[config.mk]
export PLATFORM = sky130hd
export DESIGN_NAME = sipo_frame_rx
export DESIGN_NICKNAME = d
export VERILOG_FILES = /design/src/rtl/sipo_rx_pkg.sv /design/src/rtl/sipo_out_slot.sv /design/src/rtl/sipo_frame_rx.sv
export SDC_FILE = /design/constraint.sdc
export NUM_CORES = 1
export LEC_CHECK = 0
export ABC_AREA = 1
export ABC_CLOCK_PERIOD_IN_PS = 4080
export BUFFER_PORTS_ARGS = -buffer_cell sky130_fd_sc_hd__buf_2
export CAP_MARGIN = 5
export CORE_AREA = 2 2 39 41
export DETAILED_ROUTE_END_ITERATION = 16
export DIE_AREA = 0 0 41 43
export PLACE_DENSITY = 0.67
export SLEW_MARGIN = 10
export SYNTH_ARGS = -nofsm -noshare
export SYNTH_HDL_FRONTEND = slang
export SYNTH_HIERARCHICAL = 1
export SYNTH_SLANG_ARGS = --single-unit
[constraint.sdc]
create_clock -name clk -period 4.08 [get_ports clk]
set_input_delay 0.612 -clock clk [delete_from_list [all_inputs] [get_ports clk]]
set_output_delay 0.612 -clock clk [all_outputs]
set_load 0.02 [all_outputs]
[src/rtl/sipo_rx_pkg.sv]
// Shared types and helpers for the serial-to-parallel frame receiver.
package sipo_rx_pkg;

  typedef enum logic [1:0] {
    IDLE   = 2'd0,
    SHIFT  = 2'd1,
    PARITY = 2'd2
  } state_e;

  // Bit-count register width; never below one bit.
  function automatic int cnt_w(input int w);
    return (w > 2) ? $clog2(w) : 1;
  endfunction

  // Even-parity check over a zero-extended vector: 1 means odd number of ones.
  function automatic logic even_parity(input logic [63:0] v);
    return ^v;
  endfunction

endpackage

[src/rtl/sipo_out_slot.sv]
// One-entry valid/ready holding register for received words and their parity sideband.
module sipo_out_slot
  import sipo_rx_pkg::*;
#(
  parameter int WIDTH = 4
) (
  input  logic             clk,
  input  logic             reset_n,
  input  logic             load,
  input  logic [WIDTH-1:0] word,
  input  logic             perr,
  input  logic             dout_ready,
  output logic [WIDTH-1:0] dout,
  output logic             dout_valid,
  output logic             parity_err,
  output logic             full
);

  logic [WIDTH-1:0] dout_q, dout_d;
  logic             dout_valid_q, dout_valid_d;
  logic             parity_err_q, parity_err_d;

  // Slot cannot take a new word this edge: occupied and not being drained.
  assign full = dout_valid_q & ~dout_ready;

  // Load a new word when there is room; otherwise drain on a handshake.
  always_comb begin
    dout_d       = dout_q;
    dout_valid_d = dout_valid_q;
    parity_err_d = parity_err_q;
    if (load && !full) begin
      dout_d       = word;
      dout_valid_d = 1'b1;
      parity_err_d = perr;
    end else if (dout_valid_q && dout_ready) begin
      dout_valid_d = 1'b0;
    end
  end

  // Slot registers.
  always_ff @(posedge clk or negedge reset_n) begin
    if (!reset_n) begin
      dout_q       <= '0;
      dout_valid_q <= 1'b0;
      parity_err_q <= 1'b0;
    end else begin
      dout_q       <= dout_d;
      dout_valid_q <= dout_valid_d;
      parity_err_q <= parity_err_d;
    end
  end

  assign dout       = dout_q;
  assign dout_valid = dout_valid_q;
  assign parity_err = parity_err_q;

endmodule

[src/rtl/sipo_frame_rx.sv]
// MSB-first strobed serial receiver with start-of-frame resync, output slot and
// sticky overrun. Optional even-parity bit per frame: define SIPO_FRAME_RX_PARITY_EN.
module sipo_frame_rx
  import sipo_rx_pkg::*;
#(
  parameter int WIDTH = 4
) (
  input  logic             clk,
  input  logic             reset_n,
  input  logic             sdi,
  input  logic             sdi_vld,
  input  logic             sof,
  output logic [WIDTH-1:0] dout,
  output logic             dout_valid,
  input  logic             dout_ready,
  output logic             parity_err,
  output logic             overrun,
  input  logic             clr_ovr,
  output logic             busy
);

  localparam int CNT_W = cnt_w(WIDTH);
`ifdef SIPO_FRAME_RX_PARITY_EN
  // Full word is held across the parity bit.
  localparam int SH_W = WIDTH;
`else
  // The last data bit comes straight from sdi, so only WIDTH-1 bits are stored.
  localparam int SH_W = WIDTH - 1;
`endif

  state_e           state_q, state_d;
  logic [SH_W-1:0]  shreg_q, shreg_d;
  logic [CNT_W-1:0] cnt_q, cnt_d;
  logic             overrun_q, overrun_d;

  logic [WIDTH-1:0] shifted;
  logic [WIDTH-1:0] word_c;
  logic             complete_c;
  logic             perr_c;
  logic             slot_full;

  assign shifted = {shreg_q[WIDTH-2:0], sdi};

  // Next-state logic: framing, shifting and word completion.
  always_comb begin
    state_d    = state_q;
    shreg_d    = shreg_q;
    cnt_d      = cnt_q;
    complete_c = 1'b0;
    word_c     = shifted;
    perr_c     = 1'b0;
    if (sdi_vld) begin
      if (sof) begin
        // Start marker always begins a new frame, discarding any partial one.
        shreg_d = SH_W'(sdi);
        cnt_d   = CNT_W'(1);
        state_d = SHIFT;
      end else begin
        case (state_q)
          SHIFT: begin
            shreg_d = SH_W'(shifted);
            if (cnt_q == CNT_W'(WIDTH - 1)) begin
              cnt_d = '0;
`ifdef SIPO_FRAME_RX_PARITY_EN
              state_d = PARITY;
`else
              complete_c = 1'b1;
              state_d    = IDLE;
`endif
            end else begin
              cnt_d = cnt_q + CNT_W'(1);
            end
          end
`ifdef SIPO_FRAME_RX_PARITY_EN
          PARITY: begin
            complete_c = 1'b1;
            word_c     = shreg_q;
            perr_c     = even_parity(64'({shreg_q, sdi}));
            state_d    = IDLE;
          end
`endif
          default: ;
        endcase
      end
    end
  end

  // A completed word that finds the slot full is dropped; set beats clear.
  always_comb begin
    overrun_d = overrun_q;
    if (complete_c && slot_full) begin
      overrun_d = 1'b1;
    end else if (clr_ovr) begin
      overrun_d = 1'b0;
    end
  end

  // Control and shift registers.
  always_ff @(posedge clk or negedge reset_n) begin
    if (!reset_n) begin
      state_q   <= IDLE;
      shreg_q   <= '0;
      cnt_q     <= '0;
      overrun_q <= 1'b0;
    end else begin
      state_q   <= state_d;
      shreg_q   <= shreg_d;
      cnt_q     <= cnt_d;
      overrun_q <= overrun_d;
    end
  end

  sipo_out_slot #(.WIDTH(WIDTH)) u_slot (
    .clk        (clk),
    .reset_n    (reset_n),
    .load       (complete_c),
    .word       (word_c),
    .perr       (perr_c),
    .dout_ready (dout_ready),
    .dout       (dout),
    .dout_valid (dout_valid),
    .parity_err (parity_err),
    .full       (slot_full)
  );

  assign overrun = overrun_q;
  assign busy    = (state_q != IDLE);

endmodule

=== Word level (Yosys, flattened, before mapping) ===
Index checks and enable logic that the tools add are counted.

* ROM bits: 0
* Word-level logic and storage cells: 38
* Flip-flop bits (word level): 13
* RAM bits: 0
* Output and inout port bits: 8
* Bits in latches: 0
* Memories: 0
* Input port bits: 7

* Bitwise logic cells: 2
* Multipliers: 0
* Mux-type cells: 16
* $add $sub $neg: 1
* Order comparisons: 0
* Divide/modulo/power cells: 0
* Shift-type cells: 0
* Reduce and logical (&&, ||, !) cells: 11
* Equality and inequality tests: 2

{| class="wikitable"
|+ Operators with widths
! kind !! count
|-
| two-way mux 2 bit || 6
|-
| nonzero test 2 bit || 5
|-
| two-way mux 1 bit || 8
|-
| two-way mux 3 bit || 2
|-
| logical AND 1 bit || 3
|-
| AND reduction 3 bit || 1
|-
| adder 2 x 1 -> 2 bit (second input constant) || 1
|-
| == test 2 x 1 -> 1 bit (second input constant) || 1
|-
| == test 2 bit (second input constant) || 1
|-
| AND reduction 2 bit || 1
|-
| AND 1 bit || 1
|-
| logical NOT 1 bit || 1
|-
| inverter 1 bit || 1
|}

=== Depth between registers and ports, before layout ===
Gate-level depths: netlist of the first run.

* Depth after elaboration: 7
* Depth in mapped cells: 6
* Depth with buffers taken out: 6

=== By module ===
Netlist of the first run, hierarchy kept.

{| class="wikitable"
|+ By module, submodules not included
! module !! cells each !! seq. area each (µm²) !! area an instance (µm²) !! times used
|-
| sipo_frame_rx || 40 || 175.2 || 326.6 || 1
|-
| sipo_out_slot || 26 || 150.1 || 241.5 || 1
|}

=== Least setup slack after synthesis of the first run ===
No wires, ideal clock.

* Path kind: input-to-reg
* Start point: in sdi_vld
* End point: reg u_slot.dout_q[0], in the netlist u_slot/dout[0]
* Buffers on the path: 0
* Arrival time: 1.447 ns
* Setup time: 0.117 ns
* Cell stages on the path: 5
* Path slack: 2.516 ns
* Required time: 3.963 ns
* Cells stage by stage: nand2_2 > nor3_1 > nand2_4 > nand2_1 > nand2_1

* Word-level cells in the longest chain between the ends: 2

{| class="wikitable"
|+ Ends and longest elaborated chain
! element !! RTL line !! text
|-
| from (decl) || sipo_frame_rx.sv:11 || <nowiki>input logic sdi_vld,</nowiki>
|-
| two-way mux 1 bit || sipo_frame_rx.sv:52 || <nowiki>if (sdi_vld) begin</nowiki>
|-
| via complete_c || sipo_frame_rx.sv:38 || <nowiki>logic complete_c;</nowiki>
|-
| logical AND 1 bit || sipo_out_slot.sv:31 || <nowiki>if (load && !full) begin</nowiki>
|-
| to (signal assigned) || sipo_out_slot.sv:47 || <nowiki>dout_q <= dout_d;</nowiki>
|-
| to (decl) || sipo_out_slot.sv:19 || <nowiki>logic [WIDTH-1:0] dout_q, dout_d;</nowiki>
|}

The timed path passes the listed nets, and every way through them passes these cells.
A chain may end at the register's enable or synchronous reset.

=== Worst setup path in the final report of the first run ===
* Start point: reg cnt_q[0]
* End point: reg u_slot.dout_q[3], in the netlist u_slot/dout[3]

* Word-level cells in the longest chain between the ends: 6

{| class="wikitable"
|+ Ends and longest elaborated chain
! element !! RTL line !! text
|-
| from (decl) || sipo_frame_rx.sv:33 || <nowiki>logic [CNT_W-1:0] cnt_q, cnt_d;</nowiki>
|-
| from (signal assigned) || sipo_frame_rx.sv:108 || <nowiki>cnt_q <= cnt_d;</nowiki>
|-
| == test 2 bit || sipo_frame_rx.sv:62 || <nowiki>if (cnt_q == CNT_W'(WIDTH - 1)) begin</nowiki>
|-
| two-way mux 1 bit || sipo_frame_rx.sv:62 ||
|-
| two-way mux 1 bit || sipo_frame_rx.sv:59 || <nowiki>case (state_q)</nowiki>
|-
| two-way mux 1 bit || sipo_frame_rx.sv:53 || <nowiki>if (sof) begin</nowiki>
|-
| two-way mux 1 bit || sipo_frame_rx.sv:52 ||
|-
| via complete_c || sipo_frame_rx.sv:38 ||
|-
| logical AND 1 bit || sipo_out_slot.sv:31 ||
|}

The timed path passes the listed nets, and every way through them passes these cells.

==> results of run 1 <==
==> metal layers <==
layer	part of all wire	wire, microns	vias to the layer above	GRT usage
met5	0	0	-	0
met4	0	0	0	0.0600
met1	0.47	488	221	0.202
li1	-	-	247	-
met3	0.070	72	0	0.0314
met2	0.46	471	15	0.206
==> area by class of cell <==
type / count / area share
Clock buffer: 4 / 0.0384
Multi-Input combinational cell: 47 / 0.322
Sequential cell: 13 / 0.475
Inverter: 6 / 0.0329
Tap cell: 16 / 0.0293
Timing Repair Buffer: 14 / 0.102
==> registers in the layout, summed over array words and instances (netlist names) <==
name	flops
u_slot/dout	4
shreg_q	3
cnt_q	2
overrun	1
state_q	1
u_slot/dout_valid	1
u_slot/parity_err	1
==> worst max-delay path by stage <==
stage                         from        endpoint  slack (ns)
after floorplan            sdi_vld  u_slot/dout[0]        2.52
after global placement     sdi_vld  u_slot/dout[2]        2.31
after detailed placement   sdi_vld  u_slot/dout[3]        2.23
after CTS                 cnt_q[0]  u_slot/dout[3]        2.45
after global routing      cnt_q[0]  u_slot/dout[1]        2.29
final                     cnt_q[0]  u_slot/dout[3]        2.43
==> report_power, final <==
| part | internal (mW) | leakage (nW) | total, mW | switching, mW |
|---|---|---|---|---|
| sequential | 0.168 | 0.167 | 0.192 | 0.0239 |
| combinational | 0.0460 | 0.230 | 0.133 | 0.0869 |
| clock | 0.0378 | 0.0150 | 0.0782 | 0.0404 |
==> synthesized netlist by cell type (all sizes together) <==
library cell / count / area share
nand2: 28 / 0.21
nor3: 1 / 0.0088
dfrtp: 13 / 0.57
ha: 1 / 0.022
nand3: 14 / 0.12
nor2: 1 / 0.0066
conb: 1 / 0.0066
inv: 6 / 0.040
o21ai: 1 / 0.0088
==> metrics by stage <==
step	power [mW]	worst slack [ns]	hold slack (ns)	utilization
global placement	0.326	2.31	0.456	0.476
floorplan	0.280	2.52	0.316	-
CTS	0.408	2.45	0.211	0.495
detailed placement	0.328	2.23	0.453	0.476
finish	0.403	2.43	0.208	0.495
global route	0.437	2.29	0.224	0.495
==> placed cells by master (no fill, tap or decap) <==
| cell | netlist | layout |
|---|---|---|
| clkbuf_1 | 0 | 1 |
| clkbuf_4 | 0 | 3 |
| buf_2 | 0 | 14 |
| nand2_2 | 3 | 3 |
| nor2_1 | 1 | 1 |
| nand2_4 | 1 | 1 |
| inv_2 | 1 | 1 |
| nor3_1 | 1 | 1 |
| o21ai_0 | 1 | 1 |
| nand2_1 | 24 | 24 |
| nand3_1 | 14 | 14 |
| conb_1 | 1 | 1 |
| dfrtp_1 | 13 | 13 |
| inv_1 | 5 | 5 |
| ha_1 | 1 | 1 |
==> kinds of logic after synthesis <==
kind of cell    after synthesis
fa+ha+maj                     1
other cells                   1
compound gates                1
buf+inv                       6
flops                        13
simple gates                 44
==> worst max-delay path, cell delays in order (launching register included) <==
cell and delay, ns:
dfrtp_1 0.38, ha_1 0.20, inv_1 0.06, nor3_1 0.63, nand2_4 0.13, nand2_1 0.09
nand2_1 0.05
==> impl_metrics.py, run 1 <==
metrics = {
    "setup_path": {
        "worstReg2RegStart": "cnt_q[0]",
        "endpoint_kind": "register",
        "worstReg2RegEnd": "u_slot/dout[3]",
        "start_kind": "register",
        "rrSetupSlack_ns": 2.43,
        "critPathKind": "register to register",
        "ff2ff_path_depth": 6,
        "critical_path.max_fanout": 6,
        "critPathArrivalTime_ns": 1.81,
        "required_ns": 4.24,
    },
    "final_layout": {
        "multi_input_area_sq_um": 220,
        "antenna_cells": 0,
        "areaGrowthSynthToFinish_pct": 20.5,
        "fin_area_sq_um": 684,
        "drive_gt1_frac": 0.262,
        "nets": 93,
        "layout.cells.non_filler": 100,
        "fillers": 146,
        "seqCellArea_sq_um": 325,
    },
    "synthesis": {
        "syn_inst": 66,
        "synth_top_family_by_area": "simple AND/OR/NAND/NOR gates",
        "post_synth_num_cell_types": 12,
        "yosysSeqAreaShare": 0.573,
        "ys_warn_count": 6,
        "synth_adder_area_share": 0.0220,
        "synthMuxAreaShare": 0,
        "yosys.area_share.xor_xnor": 0,
        "synth-seq-cells": 13,
        "synth_compound_area_frac": 0.00881,
        "synth.net_count": 74,
        "yosys.area_share.simple": 0.350,
        "synth_area_sq_um": 568,
        "syn_area_per_cell_sq_um": 8.61,
    },
    "floorplanning": {
        "die_h_microns": 43,
        "initial_utilization": 0.410,
        "ios": 15,
        "die_width_microns": 41,
        "design.die.area_sq_um": 1760,
        "rows": 14,
        "coreArea_sq_um": 1380,
    },
    "clocking": {
        "cts_buffer_depth": 2,
        "ctsHtreeMaxLevel": 1,
        "post_cts_buffers": 0,
        "cts_hold_buffers": 0,
        "cts_resized": 0,
        "cts.sinks": 13,
        "cts_tree": "yes",
        "numCtsBuffers": 3,
        "clk_latency_ns": 0.27,
        "cts_root_buf": "clkbuf_4",
        "clk_pin_slew_worst_paths_ns": 0.08,
    },
    "sta": {
        "setup_tns_ns": 0,
        "tightest_slew_ns": 0.765,
        "max_freq_mhz": 605,
        "slew_viol_final": 0,
        "rsz0062_at_grt": "no",
        "finalCritPeriodShare": 0.405,
        "finalSetupViolCount": 0,
        "skew_ns": 0.00571,
        "hold_viol_final": 0,
        "layout_min_cycle_time_ns": 1.65,
        "maxSlewHeadroom": 0.486,
    },
    "worst_hold_path": {
        "hold_class": "primary input to async pin",
    },
    "placement": {
        "dpl-instance-area_sq_um": 658,
        "dp_cells": 96,
        "dp_hpwl_microns": 767,
        "gp_congestion": 0.758,
        "io_buffers": 14,
    },
    "detailed_routing": {
        "post-route-drc-count": 0,
        "num_vias": 483,
        "dr.pass1.iters": 4,
        "wl_per_cell_microns": 10.3,
        "antenna_left": 0,
        "drtIter0Drc": 11,
        "viasPerCell": 4.83,
        "drt-total-wl_microns": 1030,
    },
    "global_routing": {
        "grt_pass1_wl_microns": 1720,
        "grt.overflow.total": 0,
        "grt_max_degree": 14,
        "track_usage": 0.144,
        "antenna_found_initial": 0,
        "grt_pass1_vias": 427,
    },
    "power_and_ir_drop": {
        "powerDensity_nw_per_um2": 588,
        "ir_drop_v": 0.000319,
        "cellLeakagePower_nw": 0.412,
    },
    "flow_run": {
        "cap_violations": 0,
    },
    "outcome": {
        "status": "complete, no violations",
    },
}
Power figures use the tool's default switching activity.
==> run 2: changes to the inputs <==
ABC_CLOCK_PERIOD_IN_PS = 1700   (was 4080)
clock period = 1.7 ns   (was 4.08 ns; I/O delays follow)
==> run 2 against run 1 <==
Sequential share of layout area decreased by 1.2 points; hold slack worse by 0.013 ns; core utilization increased by 1.3 points; final cell count rose by 2.0%; setup slack worse by 2.0 ns; register-to-register slack got worse by 2.0 ns; clock skew is 0.0040 ns lower; global-route usage increased by 0.34 points; clock power is 140% higher; wire length increased by 2.3%; die area stayed put; sequential cell count stayed put; critical endpoint unchanged; largest cell class unchanged.
==> impl_metrics.py, run 2 (same netlist as run 1, synthesis figures left out) <==
metrics = {
    "outcome": {
        "status": "complete, no violations",
    },
    "sta": {
        "hold_viol_final": 0,
        "rsz0062_at_grt": "no",
        "finalCritPeriodShare": 0.735,
        "max_freq_mhz": 801,
        "finalSetupViolCount": 0,
        "layout_min_cycle_time_ns": 1.25,
        "skew_ns": 0.00171,
        "setup_tns_ns": 0,
        "slew_viol_final": 0,
    },
    "worst_hold_path": {
        "hold_start": "sdi",
        "hold_class": "primary input to register",
    },
    "final_layout": {
        "layout_commonest_cell": "nand2_1",
        "largest_reg_flops": 4,
        "areaGrowthSynthToFinish_pct": 23.6,
        "drive_gt1_frac": 0.267,
        "nets": 95,
        "antenna_cells": 0,
        "final_cell_mix": "24 x nand2_1, 14 x nand3_1, 14 x buf_2, 13 x dfrtp_1, 5 x inv_1",
    },
    "floorplanning": {
        "coreArea_sq_um": 1380,
        "die_width_microns": 41,
        "initial_utilization": 0.410,
        "ios": 15,
        "rows": 14,
        "design.die.area_sq_um": 1760,
        "die_h_microns": 43,
    },
    "placement": {
        "io_buffers": 14,
        "gp_congestion": 0.794,
        "dp_hpwl_microns": 783,
    },
    "detailed_routing": {
        "drtIter0Drc": 15,
        "num_vias": 467,
        "drt-total-wl_microns": 1060,
        "antenna_left": 0,
        "wl_per_cell_microns": 10.4,
        "viasPerCell": 4.58,
        "post-route-drc-count": 0,
        "dr.pass1.iters": 4,
    },
    "setup_path": {
        "required_ns": 1.87,
        "critPathKind": "register to register",
        "crit_top_cell": "nand2_1",
        "path_cells": "ha_1 > inv_1 > nor3_1 > buf_4 > nand2_4 > nand2_1 > nand2_1",
        "endpoint_kind": "register",
        "crit_slowest_cell": "dfrtp_1",
        "critical_path.max_fanout": 6,
        "cp_slowest_stage_delay_ns": 0.37,
        "worstReg2RegStart": "cnt_q[0]",
        "start_kind": "register",
        "cp-startpoint": "cnt_q[0]",
        "critPathArrivalTime_ns": 1.42,
    },
    "global_routing": {
        "track_usage": 0.147,
        "grt_pass1_vias": 443,
        "grt_max_degree": 14,
        "antenna_found_initial": 0,
        "grt_pass1_wl_microns": 1710,
        "grt.overflow.total": 0,
    },
    "clocking": {
        "cts_tree": "yes",
        "cts_resized": 0,
        "cts_root_buf": "clkbuf_4",
        "ctsHtreeMaxLevel": 1,
        "cts_buffer_depth": 2,
        "clk_latency_ns": 0.27,
        "clk_pin_slew_worst_paths_ns": 0.08,
        "cts.sinks": 13,
        "numCtsBuffers": 3,
        "post_cts_buffers": 0,
    },
    "power_and_ir_drop": {
        "totalPowerFinal_mw": 0.971,
        "ir_drop_v": 0.000620,
        "cellLeakagePower_nw": 0.422,
        "powerDensity_nw_per_um2": 1380,
    },
    "flow_run": {
        "cap_violations": 0,
    },
}
-- run 2: power by group --
group | leakage (nW) | switching [mW] | internal (mW)
sequential | 0.167 | 0.0540 | 0.403
combinational | 0.240 | 0.211 | 0.113
clock | 0.0150 | 0.0997 | 0.0910
-- run 2: stage by stage --
stage	setup slack [ns]	hold WS [ns]	util	area, sq um	instances
floorplan	0.234	-0.0406	-	568	66
global placement	0.506	0.152	0.481	666	97
detailed placement	0.459	0.155	0.481	666	97
CTS	0.447	0.190	0.507	702	102
global route	0.363	0.193	0.507	702	102
finish	0.451	0.195	0.507	702	102
-- run 2: critical path, delay by kind of cell (launching register included) --
family,cells,cell delay [ns]
adders and majority gates,1,0.19
and+or+nand+nor,4,0.34
buffers and inverters,2,0.24
DFF,1,0.37
-- run 2: worst paths after layout --
kind | cells after the start | endpoint | slack, ns
worst max-delay path | 7 | u_slot/dout[3] | 0.45
worst min-delay path | 3 | shreg_q[0] | 0.19
worst max register to register | 7 | u_slot/dout[3] | 0.45
worst min register to register | 2 | u_slot/parity_err | 0.47
max in group asynchronous | 2 | u_slot/dout[3] | 1.08
min in group asynchronous | 2 | u_slot/parity_err | 0.39
-- run 2: final cells by class --
type,count,area (sq um)
fillers,142,682
flip-flops and latches,13,325
inverters,6,22.5
repair buffers,16,87.6
clock buffers,4,26.3
multi-input cells,47,220
well taps,16,20.0
-- run 2: repair_timing --
| item | CTS | global route |
|---|---|---|
| hold buffers | 1 | 0 |
| setup endpoints to repair | 0 | 0 |
| endpoints found under the hold margin | 13 | 0 |
-- run 2: per-layer routing --
layer | wire [microns] | vias to the layer above | GRT usage
li1 | - | 251 | -
met1 | 503 | 198 | 0.190
met2 | 473 | 16 | 0.206
met3 | 68 | 2 | 0.0366
met4 | 11 | 0 | 0.100
met5 | 0 | - | 0
==> run 3: changes to the inputs <==
ABC_CLOCK_PERIOD_IN_PS = 1100   (was 1700)
CORE_AREA = not set   (was 2 2 39 41)
CORE_MARGIN = 2   (was not set)
CORE_UTILIZATION = 43   (was not set)
DIE_AREA = not set   (was 0 0 41 43)
PLACE_DENSITY = 0.7   (was 0.67)
clock period = 1.1 ns   (was 1.7 ns; I/O delays follow)
==> run 3 against run 2 <==
The run now ends with setup timing left; hold slack worse by 0.072 ns; critical path type unchanged; critical path depth fell by 1; sequential share of layout area fell by 3.7 points.
==> impl_metrics.py, run 3 (same netlist as run 1, synthesis figures left out) <==
metrics = {
    "global_routing": {
        "antenna_found_initial": 0,
        "grt_pass1_wl_microns": 1790,
        "grt_pass1_vias": 444,
        "grt_max_degree": 14,
        "grtUsageMet2": 0.258,
        "grt.overflow.total": 0,
        "met3_usage": 0.0667,
        "busiest_layer": "met2",
        "use_met1": 0.216,
        "track_usage": 0.168,
    },
    "setup_path": {
        "crit_slowest_cell": "dfrtp_1",
        "required_ns": 1.25,
        "cp_slowest_stage_delay_ns": 0.36,
        "critPathKind": "register to register",
        "critPathArrivalTime_ns": 1.42,
        "critical_path.max_fanout": 6,
        "start_kind": "register",
        "endpoint_kind": "register",
        "crit_top_cell": "nand2_1",
        "path_cells": "ha_2 > inv_2 > nor3_4 > nand2_4 > nand2_1 > nand2_1",
    },
    "clocking": {
        "cts.sinks": 13,
        "cts_buffer_depth": 2,
        "numCtsBuffers": 3,
        "ctsHtreeMaxLevel": 1,
        "cts_tree": "yes",
        "cts_root_buf": "clkbuf_4",
        "clk_latency_ns": 0.26,
        "clk_pin_slew_worst_paths_ns": 0.08,
    },
    "sta": {
        "finalSetupViolCount": 7,
        "setup_tns_ns": -0.856,
        "fin_ws_ns": -0.165,
        "hold_viol_final": 0,
        "slew_viol_final": 0,
        "rsz0062_at_grt": "yes",
        "skew_ns": 0.00140,
        "layout_min_cycle_time_ns": 1.26,
        "whs_ns": 0.123,
        "finalCritPeriodShare": 1.15,
        "max_freq_mhz": 791,
    },
    "placement": {
        "gp_congestion": 0.756,
        "dp_cells": 98,
        "io_buffers": 14,
        "post-place-ws_ns": -0.118,
        "dp_hpwl_microns": 839,
    },
    "floorplanning": {
        "initial_utilization": 0.448,
        "rows": 13,
        "ios": 15,
        "die_width_microns": 40.3,
        "coreArea_sq_um": 1270,
        "die_h_microns": 40.3,
        "design.die.area_sq_um": 1630,
    },
    "final_layout": {
        "seqCellArea_sq_um": 327,
        "largest_reg_flops": 4,
        "antenna_cells": 0,
        "drive_gt1_frac": 0.385,
        "fillers": 115,
        "multi_input_area_sq_um": 246,
        "areaGrowthSynthToFinish_pct": 34.8,
        "layout.cells.non_filler": 106,
        "nets": 100,
        "layout_commonest_cell": "nand2_1",
        "final_cell_mix": "21 x nand2_1, 14 x nand3_1, 14 x buf_2, 12 x dfrtp_1, 6 x buf_4",
    },
    "power_and_ir_drop": {
        "cellLeakagePower_nw": 0.451,
        "totalPowerFinal_mw": 1.63,
        "powerDensity_nw_per_um2": 2140,
        "ir_drop_v": 0.00103,
    },
    "detailed_routing": {
        "num_vias": 513,
        "dr.pass1.iters": 4,
        "post-route-drc-count": 0,
        "drt-total-wl_microns": 1110,
        "viasPerCell": 4.84,
        "antenna_left": 0,
        "drtIter0Drc": 9,
        "wl_per_cell_microns": 10.4,
    },
    "flow_run": {
        "cap_violations": 0,
    },
    "worst_hold_path": {
        "hold_class": "primary input to register",
    },
    "outcome": {
        "status": "finished with violations",
        "violations": "setup timing",
    },
}
==> run 3: worst max-delay path: cells and delay by family, from the launching register on <==
family	cells	cell delay, ns
adder cells (fa/ha/maj)	1	0.20
buffers and inverters	1	0.05
flip-flops	1	0.36
AND/OR/NAND/NOR	4	0.54
==> run 3: final cells by class <==
| type | count | share of cell area |
|---|---|---|
| Clock buffer | 4 | 0.0343 |
| Inverter | 6 | 0.0294 |
| Multi-Input combinational cell | 47 | 0.322 |
| Sequential cell | 13 | 0.426 |
| Tap cell | 15 | 0.0245 |
| Timing Repair Buffer | 21 | 0.163 |
==> run 3: what timing repair did <==
item | CTS | global route
resized for setup | 0 | 4
buffers inserted | 1 | 2
hold buffers | 1 | 0
pin swaps | 3 | 5
endpoints found under the setup margin | 6 | 7
hold endpoints to repair | 13 | 0
gates cloned | 0 | 0
==> run 3: path summary, 6_finish.rpt <==
| check | start | to | slack (ns) | cells after the start |
|---|---|---|---|---|
| max | cnt_q[1] | u_slot/dout[1] | -0.16 | 6 |
| min | sdi | shreg_q[0] | 0.12 | 3 |
| max reg2reg | cnt_q[1] | u_slot/dout[1] | -0.16 | 6 |
| min reg2reg | u_slot/parity_err | u_slot/parity_err | 0.47 | 2 |
| max in group asynchronous | reset_n | state_q[0] | 0.55 | 2 |
| min in group asynchronous | reset_n | cnt_q[1] | 0.31 | 2 |
==> run 3: through the flow <==
stage	cell area, sq um	utilization
after floorplan	588	-
after global placement	699	0.551
after detailed placement	699	0.551
after CTS	743	0.586
after global routing	766	0.604
final	766	0.604
==> run 3: layer usage <==
layer  vias to the layer above  share of wire
li1                        263              -
met1                       233           0.45
met2                        15           0.49
met3                         2          0.051
met4                         0          0.011
met5                         -              0
==> run 3: power breakdown <==
part	leakage, nW	total [mW]	switching [mW]	internal (mW)
sequential	0.167	0.719	0.0942	0.625
combinational	0.269	0.635	0.370	0.265
clock	0.0150	0.281	0.141	0.140
